--- src/rtl/keypad_pkg.sv ---
// Shared FSM state type, key-code constants and one-hot decode helpers
// for the keypad decoder.
package keypad_pkg;

    typedef enum logic [1:0] {
        ST_IDLE     = 2'd0,
        ST_DEBOUNCE = 2'd1,
        ST_HELD     = 2'd2,
        ST_RELEASE  = 2'd3
    } kp_state_e;

    localparam logic [3:0] KEY_0    = 4'd0;
    localparam logic [3:0] KEY_1    = 4'd1;
    localparam logic [3:0] KEY_2    = 4'd2;
    localparam logic [3:0] KEY_3    = 4'd3;
    localparam logic [3:0] KEY_4    = 4'd4;
    localparam logic [3:0] KEY_5    = 4'd5;
    localparam logic [3:0] KEY_6    = 4'd6;
    localparam logic [3:0] KEY_7    = 4'd7;
    localparam logic [3:0] KEY_8    = 4'd8;
    localparam logic [3:0] KEY_9    = 4'd9;
    localparam logic [3:0] KEY_STAR = 4'd10;
    localparam logic [3:0] KEY_HASH = 4'd11;

    function automatic logic is_onehot(input logic [11:0] vec);
        return (vec != 12'd0) && ((vec & (vec - 12'd1)) == 12'd0);
    endfunction

    // Scanner bit order: 0..8 = keys 1..9, 9 = *, 10 = 0, 11 = #.
    function automatic logic [3:0] onehot_to_code(input logic [11:0] vec);
        logic [3:0] code;
        case (vec)
            12'h001: code = KEY_1;
            12'h002: code = KEY_2;
            12'h004: code = KEY_3;
            12'h008: code = KEY_4;
            12'h010: code = KEY_5;
            12'h020: code = KEY_6;
            12'h040: code = KEY_7;
            12'h080: code = KEY_8;
            12'h100: code = KEY_9;
            12'h200: code = KEY_STAR;
            12'h400: code = KEY_0;
            12'h800: code = KEY_HASH;
            default: code = KEY_0;
        endcase
        return code;
    endfunction

endpackage

--- src/rtl/keypad_fifo.sv ---
// Key-event FIFO: binary pointers with a wrap bit, registered head data
// that holds its last value when empty, and a sticky drop flag.
module keypad_fifo #(
    parameter int WIDTH = 4,
    parameter int DEPTH = 4
) (
    input  logic             clk,
    input  logic             rst,
    input  logic             wr_en,
    input  logic [WIDTH-1:0] wr_data,
    input  logic             rd_en,
    output logic [WIDTH-1:0] rd_data,
    output logic             rd_valid,
    output logic             overflow
);

    localparam int AW = (DEPTH > 2) ? $clog2(DEPTH) : 1;
    localparam logic [AW:0] PTR_ONE = {{AW{1'b0}}, 1'b1};

    logic [WIDTH-1:0] mem_r [DEPTH];
    logic [AW:0]      wptr_r;
    logic [AW:0]      rptr_r;
    logic [AW:0]      wptr_nxt_s;
    logic [AW:0]      rptr_nxt_s;
    logic             empty_s;
    logic             full_s;
    logic             rd_ok_s;
    logic             wr_ok_s;
    logic             drop_s;
    logic [WIDTH-1:0] head_nxt_s;
    logic [WIDTH-1:0] rd_data_r;
    logic             rd_valid_r;
    logic             overflow_r;

    // Occupancy, accepted push/pop and the head value after this cycle.
    always_comb begin
        empty_s    = (wptr_r == rptr_r);
        full_s     = (wptr_r[AW] != rptr_r[AW]) && (wptr_r[AW-1:0] == rptr_r[AW-1:0]);
        rd_ok_s    = rd_en && !empty_s;
        wr_ok_s    = wr_en && (!full_s || rd_ok_s);
        drop_s     = wr_en && full_s && !rd_ok_s;
        wptr_nxt_s = wr_ok_s ? (wptr_r + PTR_ONE) : wptr_r;
        rptr_nxt_s = rd_ok_s ? (rptr_r + PTR_ONE) : rptr_r;
        // The new head is the incoming word when it lands in the slot being exposed.
        if (wr_ok_s && (wptr_r[AW-1:0] == rptr_nxt_s[AW-1:0])) begin
            head_nxt_s = wr_data;
        end else begin
            head_nxt_s = mem_r[rptr_nxt_s[AW-1:0]];
        end
    end

    // Storage array; contents are qualified by the pointers so it has no reset.
    always_ff @(posedge clk) begin
        if (wr_ok_s) begin
            mem_r[wptr_r[AW-1:0]] <= wr_data;
        end
    end

    // Pointers, registered head/valid and sticky overflow.
    always_ff @(posedge clk) begin
        if (rst) begin
            wptr_r     <= {(AW+1){1'b0}};
            rptr_r     <= {(AW+1){1'b0}};
            rd_data_r  <= {WIDTH{1'b0}};
            rd_valid_r <= 1'b0;
            overflow_r <= 1'b0;
        end else begin
            wptr_r     <= wptr_nxt_s;
            rptr_r     <= rptr_nxt_s;
            rd_valid_r <= (wptr_nxt_s != rptr_nxt_s);
            if (wptr_nxt_s != rptr_nxt_s) begin
                rd_data_r <= head_nxt_s;
            end
            overflow_r <= overflow_r | drop_s;
        end
    end

    assign rd_data  = rd_data_r;
    assign rd_valid = rd_valid_r;
    assign overflow = overflow_r;

endmodule

--- src/rtl/keypad_decoder.sv ---
// Debounced keypad decoder feeding a key-event FIFO.
// Optional auto-repeat while held is enabled by defining KEYPAD_DECODER_REPEAT_EN.
module keypad_decoder
    import keypad_pkg::*;
#(
    parameter int DEBOUNCE_CYCLES = 50000,
    parameter int RELEASE_CYCLES  = 50000,
    parameter int FIFO_DEPTH      = 4
`ifdef KEYPAD_DECODER_REPEAT_EN
    ,
    parameter int REPEAT_DELAY    = 500000,
    parameter int REPEAT_PERIOD   = 150000
`endif
) (
    input  logic        clk,
    input  logic        rst,
    input  logic [11:0] key_data,
    output logic [3:0]  key_code,
    output logic        key_valid,
    input  logic        key_ready,
    output logic        key_held,
    output logic        overflow
);

    localparam int CNT_MAX = (DEBOUNCE_CYCLES > RELEASE_CYCLES) ? DEBOUNCE_CYCLES : RELEASE_CYCLES;
    localparam int CW      = (CNT_MAX > 2) ? $clog2(CNT_MAX) : 1;
    localparam logic [CW-1:0] CNT_ONE  = CW'(1);
    localparam logic [CW-1:0] CNT_SAT  = {CW{1'b1}};
    // Terms are compared against the pre-increment count, the latch cycle being the first.
    localparam logic [CW-1:0] DEB_TERM = CW'((DEBOUNCE_CYCLES > 1) ? DEBOUNCE_CYCLES - 2 : 0);
    localparam logic [CW-1:0] REL_TERM = CW'((RELEASE_CYCLES > 1) ? RELEASE_CYCLES - 2 : 0);

    kp_state_e     state_r;
    kp_state_e     state_nxt_s;
    logic [CW-1:0] cnt_r;
    logic [CW-1:0] cnt_nxt_s;
    logic [CW-1:0] cnt_inc_s;
    logic [11:0]   cand_r;
    logic [11:0]   cand_nxt_s;
    logic          held_r;
    logic          deb_push_s;
    logic          push_s;
    logic [3:0]    push_code_s;

    // Next state, counter and candidate; the debounce push fires on acceptance.
    always_comb begin
        state_nxt_s = state_r;
        cnt_nxt_s   = cnt_r;
        cand_nxt_s  = cand_r;
        deb_push_s  = 1'b0;
        cnt_inc_s   = (cnt_r == CNT_SAT) ? cnt_r : (cnt_r + CNT_ONE);
        case (state_r)
            ST_IDLE: begin
                if (is_onehot(key_data)) begin
                    cand_nxt_s  = key_data;
                    cnt_nxt_s   = {CW{1'b0}};
                    state_nxt_s = ST_DEBOUNCE;
                end else begin
                    state_nxt_s = ST_IDLE;
                end
            end
            ST_DEBOUNCE: begin
                if (key_data != cand_r) begin
                    state_nxt_s = ST_IDLE;
                end else if (cnt_r >= DEB_TERM) begin
                    deb_push_s  = 1'b1;
                    cnt_nxt_s   = {CW{1'b0}};
                    state_nxt_s = ST_HELD;
                end else begin
                    cnt_nxt_s = cnt_inc_s;
                end
            end
            ST_HELD: begin
                if (key_data == 12'h000) begin
                    cnt_nxt_s   = {CW{1'b0}};
                    state_nxt_s = ST_RELEASE;
                end else begin
                    state_nxt_s = ST_HELD;
                end
            end
            ST_RELEASE: begin
                if (key_data != 12'h000) begin
                    state_nxt_s = ST_HELD;
                end else if (cnt_r >= REL_TERM) begin
                    state_nxt_s = ST_IDLE;
                end else begin
                    cnt_nxt_s = cnt_inc_s;
                end
            end
            default: begin
                state_nxt_s = ST_IDLE;
                cnt_nxt_s   = {CW{1'b0}};
            end
        endcase
    end

    // FSM, counter, candidate and held-flag registers.
    always_ff @(posedge clk) begin
        if (rst) begin
            state_r <= ST_IDLE;
            cnt_r   <= {CW{1'b0}};
            cand_r  <= 12'h000;
            held_r  <= 1'b0;
        end else begin
            state_r <= state_nxt_s;
            cnt_r   <= cnt_nxt_s;
            cand_r  <= cand_nxt_s;
            held_r  <= (state_nxt_s == ST_HELD) || (state_nxt_s == ST_RELEASE);
        end
    end

`ifdef KEYPAD_DECODER_REPEAT_EN
    localparam int RPT_MAX = (REPEAT_DELAY > REPEAT_PERIOD) ? REPEAT_DELAY : REPEAT_PERIOD;
    localparam int RW      = (RPT_MAX > 2) ? $clog2(RPT_MAX) : 1;
    localparam logic [RW-1:0] RPT_ONE     = RW'(1);
    localparam logic [RW-1:0] RPT_SAT     = {RW{1'b1}};
    localparam logic [RW-1:0] DELAY_TERM  = RW'((REPEAT_DELAY > 1) ? REPEAT_DELAY - 1 : 0);
    localparam logic [RW-1:0] PERIOD_TERM = RW'((REPEAT_PERIOD > 1) ? REPEAT_PERIOD - 1 : 0);

    logic [RW-1:0] rpt_cnt_r;
    logic [RW-1:0] rpt_cnt_nxt_s;
    logic          rpt_armed_r;
    logic          rpt_armed_nxt_s;
    logic          rpt_push_s;

    // Repeat timer: counts held cycles only, frozen across a release attempt.
    always_comb begin
        rpt_cnt_nxt_s   = rpt_cnt_r;
        rpt_armed_nxt_s = rpt_armed_r;
        rpt_push_s      = 1'b0;
        if (deb_push_s) begin
            rpt_cnt_nxt_s   = {RW{1'b0}};
            rpt_armed_nxt_s = 1'b0;
        end else if ((state_r == ST_HELD) && (key_data != 12'h000)) begin
            if (rpt_cnt_r >= (rpt_armed_r ? PERIOD_TERM : DELAY_TERM)) begin
                rpt_push_s      = 1'b1;
                rpt_cnt_nxt_s   = {RW{1'b0}};
                rpt_armed_nxt_s = 1'b1;
            end else begin
                rpt_cnt_nxt_s = (rpt_cnt_r == RPT_SAT) ? rpt_cnt_r : (rpt_cnt_r + RPT_ONE);
            end
        end else begin
            rpt_cnt_nxt_s = rpt_cnt_r;
        end
    end

    // Repeat timer registers.
    always_ff @(posedge clk) begin
        if (rst) begin
            rpt_cnt_r   <= {RW{1'b0}};
            rpt_armed_r <= 1'b0;
        end else begin
            rpt_cnt_r   <= rpt_cnt_nxt_s;
            rpt_armed_r <= rpt_armed_nxt_s;
        end
    end

    assign push_s = deb_push_s | rpt_push_s;
`else
    assign push_s = deb_push_s;
`endif

    assign push_code_s = onehot_to_code(cand_r);
    assign key_held    = held_r;

    keypad_fifo #(
        .WIDTH (4),
        .DEPTH (FIFO_DEPTH)
    ) u_fifo (
        .clk      (clk),
        .rst      (rst),
        .wr_en    (push_s),
        .wr_data  (push_code_s),
        .rd_en    (key_ready),
        .rd_data  (key_code),
        .rd_valid (key_valid),
        .overflow (overflow)
    );

endmodule

--- config.mk ---
export PLATFORM = sky130hd
export DESIGN_NAME = keypad_decoder
export DESIGN_NICKNAME = d
export VERILOG_FILES = /design/src/rtl/keypad_pkg.sv /design/src/rtl/keypad_fifo.sv /design/src/rtl/keypad_decoder.sv
export SDC_FILE = /design/constraint.sdc
export NUM_CORES = 1
export LEC_CHECK = 0
export ABC_AREA = 1
export ABC_CLOCK_PERIOD_IN_PS = 2200
export CAP_MARGIN = 25
export CORE_UTILIZATION = 60
export CTS_BUF_LIST = sky130_fd_sc_hd__clkbuf_4 sky130_fd_sc_hd__clkbuf_8
export DETAILED_ROUTE_END_ITERATION = 10
export HOLD_SLACK_MARGIN = 0.05
export PLACE_DENSITY = 0.8
export SLEW_MARGIN = 40
export SYNTH_ARGS = -nofsm -noshare
export SYNTH_HDL_FRONTEND = slang
export SYNTH_SLANG_ARGS = --single-unit
--- constraint.sdc ---
create_clock -name clk -period 2.2 [get_ports clk]
set_input_delay 0.55 -clock clk [delete_from_list [all_inputs] [get_ports clk]]
set_output_delay 0.55 -clock clk [all_outputs]
set_load 0.005 [all_outputs]
==> results_tabular.tex <==
\begin{tabular}{lr}
\hline
Metric & Value \\
\hline
\multicolumn{2}{l}{\textbf{Placed design}} \\
Buffers on Ports & 21 \\
Final weighted congestion in routability-driven placement & 0.861 \\
Placed instance count & 692 \\
Placed wire-length estimate after detailed placement & 7000 um \\
Cell area reported after detailed placement & between 4000 and 5000 sq um \\
\multicolumn{2}{l}{\textbf{Hold path}} \\
Hold-critical path endpoint & u\_fifo.overflow \\
Worst hold path cell count & 1 \\
Hold Startpoint & u\_fifo.overflow \\
Hold WC Path Type & register to register \\
\multicolumn{2}{l}{\textbf{Route}} \\
DRT iter0 DRCs & 298 \\
Detail-routed net length per standard cell & approximately 14 um \\
Sum of routed wire length over all layers & 9740 um \\
Number of remaining DRC errors & 0 \\
Number of nets with antenna violations after detailed routing & 0 \\
Pre-antenna DRT Iters & 5 \\
Number of vias per cell after detailed routing & 5.64 \\
Routed vias & 4046 \\
\multicolumn{2}{l}{\textbf{Finish}} \\
Final cell utilization of the core & 75.6\% \\
Antenna fix cells & 0 \\
Layout Cell Area excl Fill & 4770 sq um \\
Proportion of layout cells with a drive suffix above 1 & 20.2\% \\
Net count of the finished layout & 657 \\
Non-Filler Instances & just over 700 \\
Area overhead of the layout relative to synthesis & 22.0\% \\
\multicolumn{2}{l}{\textbf{Setup path}} \\
Cells on worst reg2reg path & 15 \\
Setup Crit Path Kind & register to primary output \\
Setup slack, reg-to-reg & between 0.15 and 0.2 ns \\
Worst reg2reg endpoint & u\_fifo.rd\_data[1] \\
Critical Path Max Stage Delay & 0.62 ns \\
Cells traversed along the worst timing path & clkdlybuf4s50\_1 \\
Dominant delay contributor by cell family on the critical path & flip-flops \\
Endpoint class of the critical path & primary output \\
Crit-path slowest cell & sky130\_fd\_sc\_hd\_\_dfxtp\_1 \\
Number of buffers and inverters on the critical path & 1 \\
Crit path arrival time & 1.57 ns \\
Category of the worst setup path launch point & register \\
Maximum fanout count along the critical path & 10 \\
Launching point of the worst reg2reg path & u\_fifo.wptr\_r[0] \\
Critical path required time & approximately 1.7 ns \\
\multicolumn{2}{l}{\textbf{Floorplanning}} \\
Core Footprint & 6310 sq um \\
Vertical die dimension & around 83 um \\
Number of rows created at floorplan & 29 \\
Starting utilization of the core area & between 60\% and 70\% \\
Total I/O pin count & 22 \\
Die width & 82.7 um \\
Die area & 6850 sq um \\
\multicolumn{2}{l}{\textbf{STA}} \\
Number of endpoints failing setup at the final stage & 0 \\
Number of max-slew violations in the final report & 0 \\
Final critical-path required period & 2.12 ns \\
Total negative slack for setup checks & 0 ns \\
Worst relative slew slack & about three fifths \\
Final setup skew & 0.0144 ns \\
Peak Freq & 473 MHz \\
Share of the clock period used by the worst path & between 90\% and 100\% \\
Worst Tran Pin Value & 0.576 ns \\
Count of endpoints failing hold in the final timing report & 0 \\
\multicolumn{2}{l}{\textbf{Clock tree}} \\
Clock insertion delay at the later pin of the skew report & 0.35 ns \\
Clock slew seen by the registers of the worst setup and hold paths & 0.07 ns \\
Sink count of the clock tree & 58 \\
Clock H-tree levels & 3 \\
Inserted Clock Buffers & 9 \\
Max Buffers Root-to-Sink & 2 \\
Number of hold buffers added after CTS & 0 \\
CTS tree & done \\
Buffer cell driving the clock tree root & sky130\_fd\_sc\_hd\_\_clkbuf\_8 \\
\multicolumn{2}{l}{\textbf{GRT}} \\
Via count of the first global-routing pass & 3559 \\
Overflow left after global routing & 0 \\
Maximum number of pins on one net before global-route repair & 26 \\
Global-route wire length before repair & approximately 16000 um \\
Initial antenna violation count & 0 \\
Global router's overall resource usage & 30.2\% \\
\multicolumn{2}{l}{\textbf{Synthesis}} \\
Proportion of register bits with asynchronous set or reset after synthesis & 0\% \\
Flip-flop cell with the highest count after synthesis & sky130\_fd\_sc\_hd\_\_dfxtp\_1 \\
Cell variety after synth & 44 \\
Syn Std Cell Area & 3910 sq um \\
Number of flops mapped to enable cells by yosys & 16 \\
Yosys warnings & 0 \\
Synth Register Bits & 58 \\
Post-Syn Area per Cell & 6.91 sq um \\
Number of instances in the synthesized netlist & 566 \\
Synthesized netlist net count & 588 \\
Sequential-to-total area share from yosys stat & 33.8\% \\
\multicolumn{2}{l}{\textbf{Power}} \\
Power per unit of standard cell area & 524 nW/um\^{}2 \\
IR drop worst, VDD & 0.000396 V \\
Static leakage power & around 2.0 nW \\
\multicolumn{2}{l}{\textbf{Status}} \\
Outcome & completed \\
\multicolumn{2}{l}{\textbf{Job}} \\
Maximum capacitance violations & 0 \\
\hline
\end{tabular}
[layout by cell type (no fill, tap or decap), types with 2 or more instances in the layout]
cell type,synthesis,routed
sky130_fd_sc_hd__nand2_1,128,127
sky130_fd_sc_hd__inv_1,65,65
sky130_fd_sc_hd__nor2_1,55,52
sky130_fd_sc_hd__a21oi_1,46,46
sky130_fd_sc_hd__buf_4,1,46
sky130_fd_sc_hd__dfxtp_1,42,40
sky130_fd_sc_hd__nand3_1,34,34
sky130_fd_sc_hd__o21ai_0,31,31
sky130_fd_sc_hd__nand4_1,21,21
sky130_fd_sc_hd__inv_2,18,18
sky130_fd_sc_hd__edfxtp_1,16,16
sky130_fd_sc_hd__nor3_1,10,10
sky130_fd_sc_hd__dlygate4sd2_1,0,10
sky130_fd_sc_hd__clkbuf_8,0,9
sky130_fd_sc_hd__clkdlybuf4s50_1,0,9
sky130_fd_sc_hd__nand2_2,9,8
sky130_fd_sc_hd__a211oi_1,8,8
sky130_fd_sc_hd__nor2_4,4,7
sky130_fd_sc_hd__xnor2_1,7,7
sky130_fd_sc_hd__nand2_4,5,7
sky130_fd_sc_hd__ha_1,7,7
sky130_fd_sc_hd__nor2_2,6,6
sky130_fd_sc_hd__nand3_2,6,6
sky130_fd_sc_hd__xor2_1,5,5
sky130_fd_sc_hd__o21ai_1,4,4
sky130_fd_sc_hd__clkinv_2,0,4
sky130_fd_sc_hd__nor3_2,3,3
sky130_fd_sc_hd__buf_12,0,3
sky130_fd_sc_hd__nand3_4,2,2
sky130_fd_sc_hd__nand3b_1,2,2
sky130_fd_sc_hd__o211a_1,2,2
sky130_fd_sc_hd__a221oi_1,2,2
sky130_fd_sc_hd__a31oi_1,2,2
sky130_fd_sc_hd__clkinvlp_4,0,2
sky130_fd_sc_hd__dfxtp_2,0,2
sky130_fd_sc_hd__dlymetal6s2s_1,0,2
[where the power goes]
group          internal [mW]  switching (mW)
combinational          0.211           0.280
clock                  0.412           0.454
sequential              1.12          0.0218
[sequential cells by signal, indices dropped and copies added (netlist names)]
| register | count |
|---|---|
| u_fifo.rptr_r | 3 |
| cnt_r | 16 |
| u_fifo.mem_r | 16 |
| state_r | 2 |
| u_fifo.overflow | 1 |
| u_fifo.wptr_r | 3 |
| u_fifo.rd_valid | 1 |
| u_fifo.rd_data | 4 |
| cand_r | 12 |
[metal layers]
layer | up-vias | part of all wire (%) | track usage [%]
met5 | - | 0 | 0
met4 | 0 | 2.0 | 11.6
met3 | 23 | 7.0 | 6.81
met2 | 155 | 47 | 47.5
met1 | 1855 | 44 | 40.1
li1 | 2013 | - | -
[metrics by stage]
stage | setup WS (ns) | hold WS [ns] | power, mW
floorplan | 0.232 | 0.464 | 1.43
finish | 0.0849 | 0.481 | 2.50
global placement | -0.407 | 0.455 | 1.63
detailed placement | -0.496 | 0.462 | 1.65
CTS | 0.00171 | 0.482 | 2.50
global route | -0.00939 | 0.499 | 2.61
[cells by family (layout without fill, tap and decap cells)]
| group | Yosys count | count (layout) | synth area share (%) |
|---|---|---|---|
| and+or+nand+nor | 289 | 289 | 36.1 |
| AOI/OAI and AO/OA | 103 | 103 | 15.0 |
| DFF | 58 | 58 | 33.8 |
| xor gates and xnor gates | 13 | 13 | 3.10 |
| buffers and inverters | 96 | 170 | 9.79 |
| adders and majority gates | 7 | 7 | 2.24 |
[cells in the mapped netlist (7+ instances only)]
library cell / count / area share [%]
sky130_fd_sc_hd__o21ai_0: 31 / 4.0
sky130_fd_sc_hd__ha_1: 7 / 2.2
sky130_fd_sc_hd__nand2_2: 9 / 1.4
sky130_fd_sc_hd__a211oi_1: 8 / 1.5
sky130_fd_sc_hd__inv_1: 65 / 6.2
sky130_fd_sc_hd__nand2_1: 128 / 12
sky130_fd_sc_hd__a21oi_1: 46 / 5.9
sky130_fd_sc_hd__nand4_1: 21 / 3.4
sky130_fd_sc_hd__edfxtp_1: 16 / 12
sky130_fd_sc_hd__nand3_1: 34 / 4.4
sky130_fd_sc_hd__nor3_1: 10 / 1.3
sky130_fd_sc_hd__dfxtp_1: 42 / 21
sky130_fd_sc_hd__inv_2: 18 / 1.7
sky130_fd_sc_hd__nor2_1: 55 / 5.3
sky130_fd_sc_hd__xnor2_1: 7 / 1.6
[what timing repair did]
action                                 in CTS  in global routing
pin swaps                                   6                 10
endpoints found under the hold margin       0                  0
setup buffers                               4                  5
gates resized for setup                    16                  9
setup endpoints to repair                  17                 49
[worst max path at each step]
| stage | from | endpoint | slack (ns) | cells past startpoint |
|---|---|---|---|---|
| 2_1_floorplan | key_data[1] | cnt_r[1] | 0.23 | 11 |
| 3_3_place_gp | key_data[2] | u_fifo.rd_data[3] | -0.41 | 16 |
| 3_5_place_dp | key_data[5] | u_fifo.rd_data[3] | -0.50 | 15 |
| 4_1_cts | key_data[9] | u_fifo.rd_data[3] | 0.002 | 15 |
| 5_1_grt | u_fifo.wptr_r[1] | u_fifo.rd_data[3] | -0.009 | 13 |
| 6_report | state_r[1] | key_held | 0.08 | 1 |
[cell type report]
type,instances,area [sq um]
well taps,77,96.3
inverters,84,315
repair buffers,70,608
clock inverters,6,35.0
flip-flops and latches,58,1320
clock buffers,10,131
fillers,501,1540
multi-input cells,412,2260
Note: power is estimated with default switching activity, not from simulation.
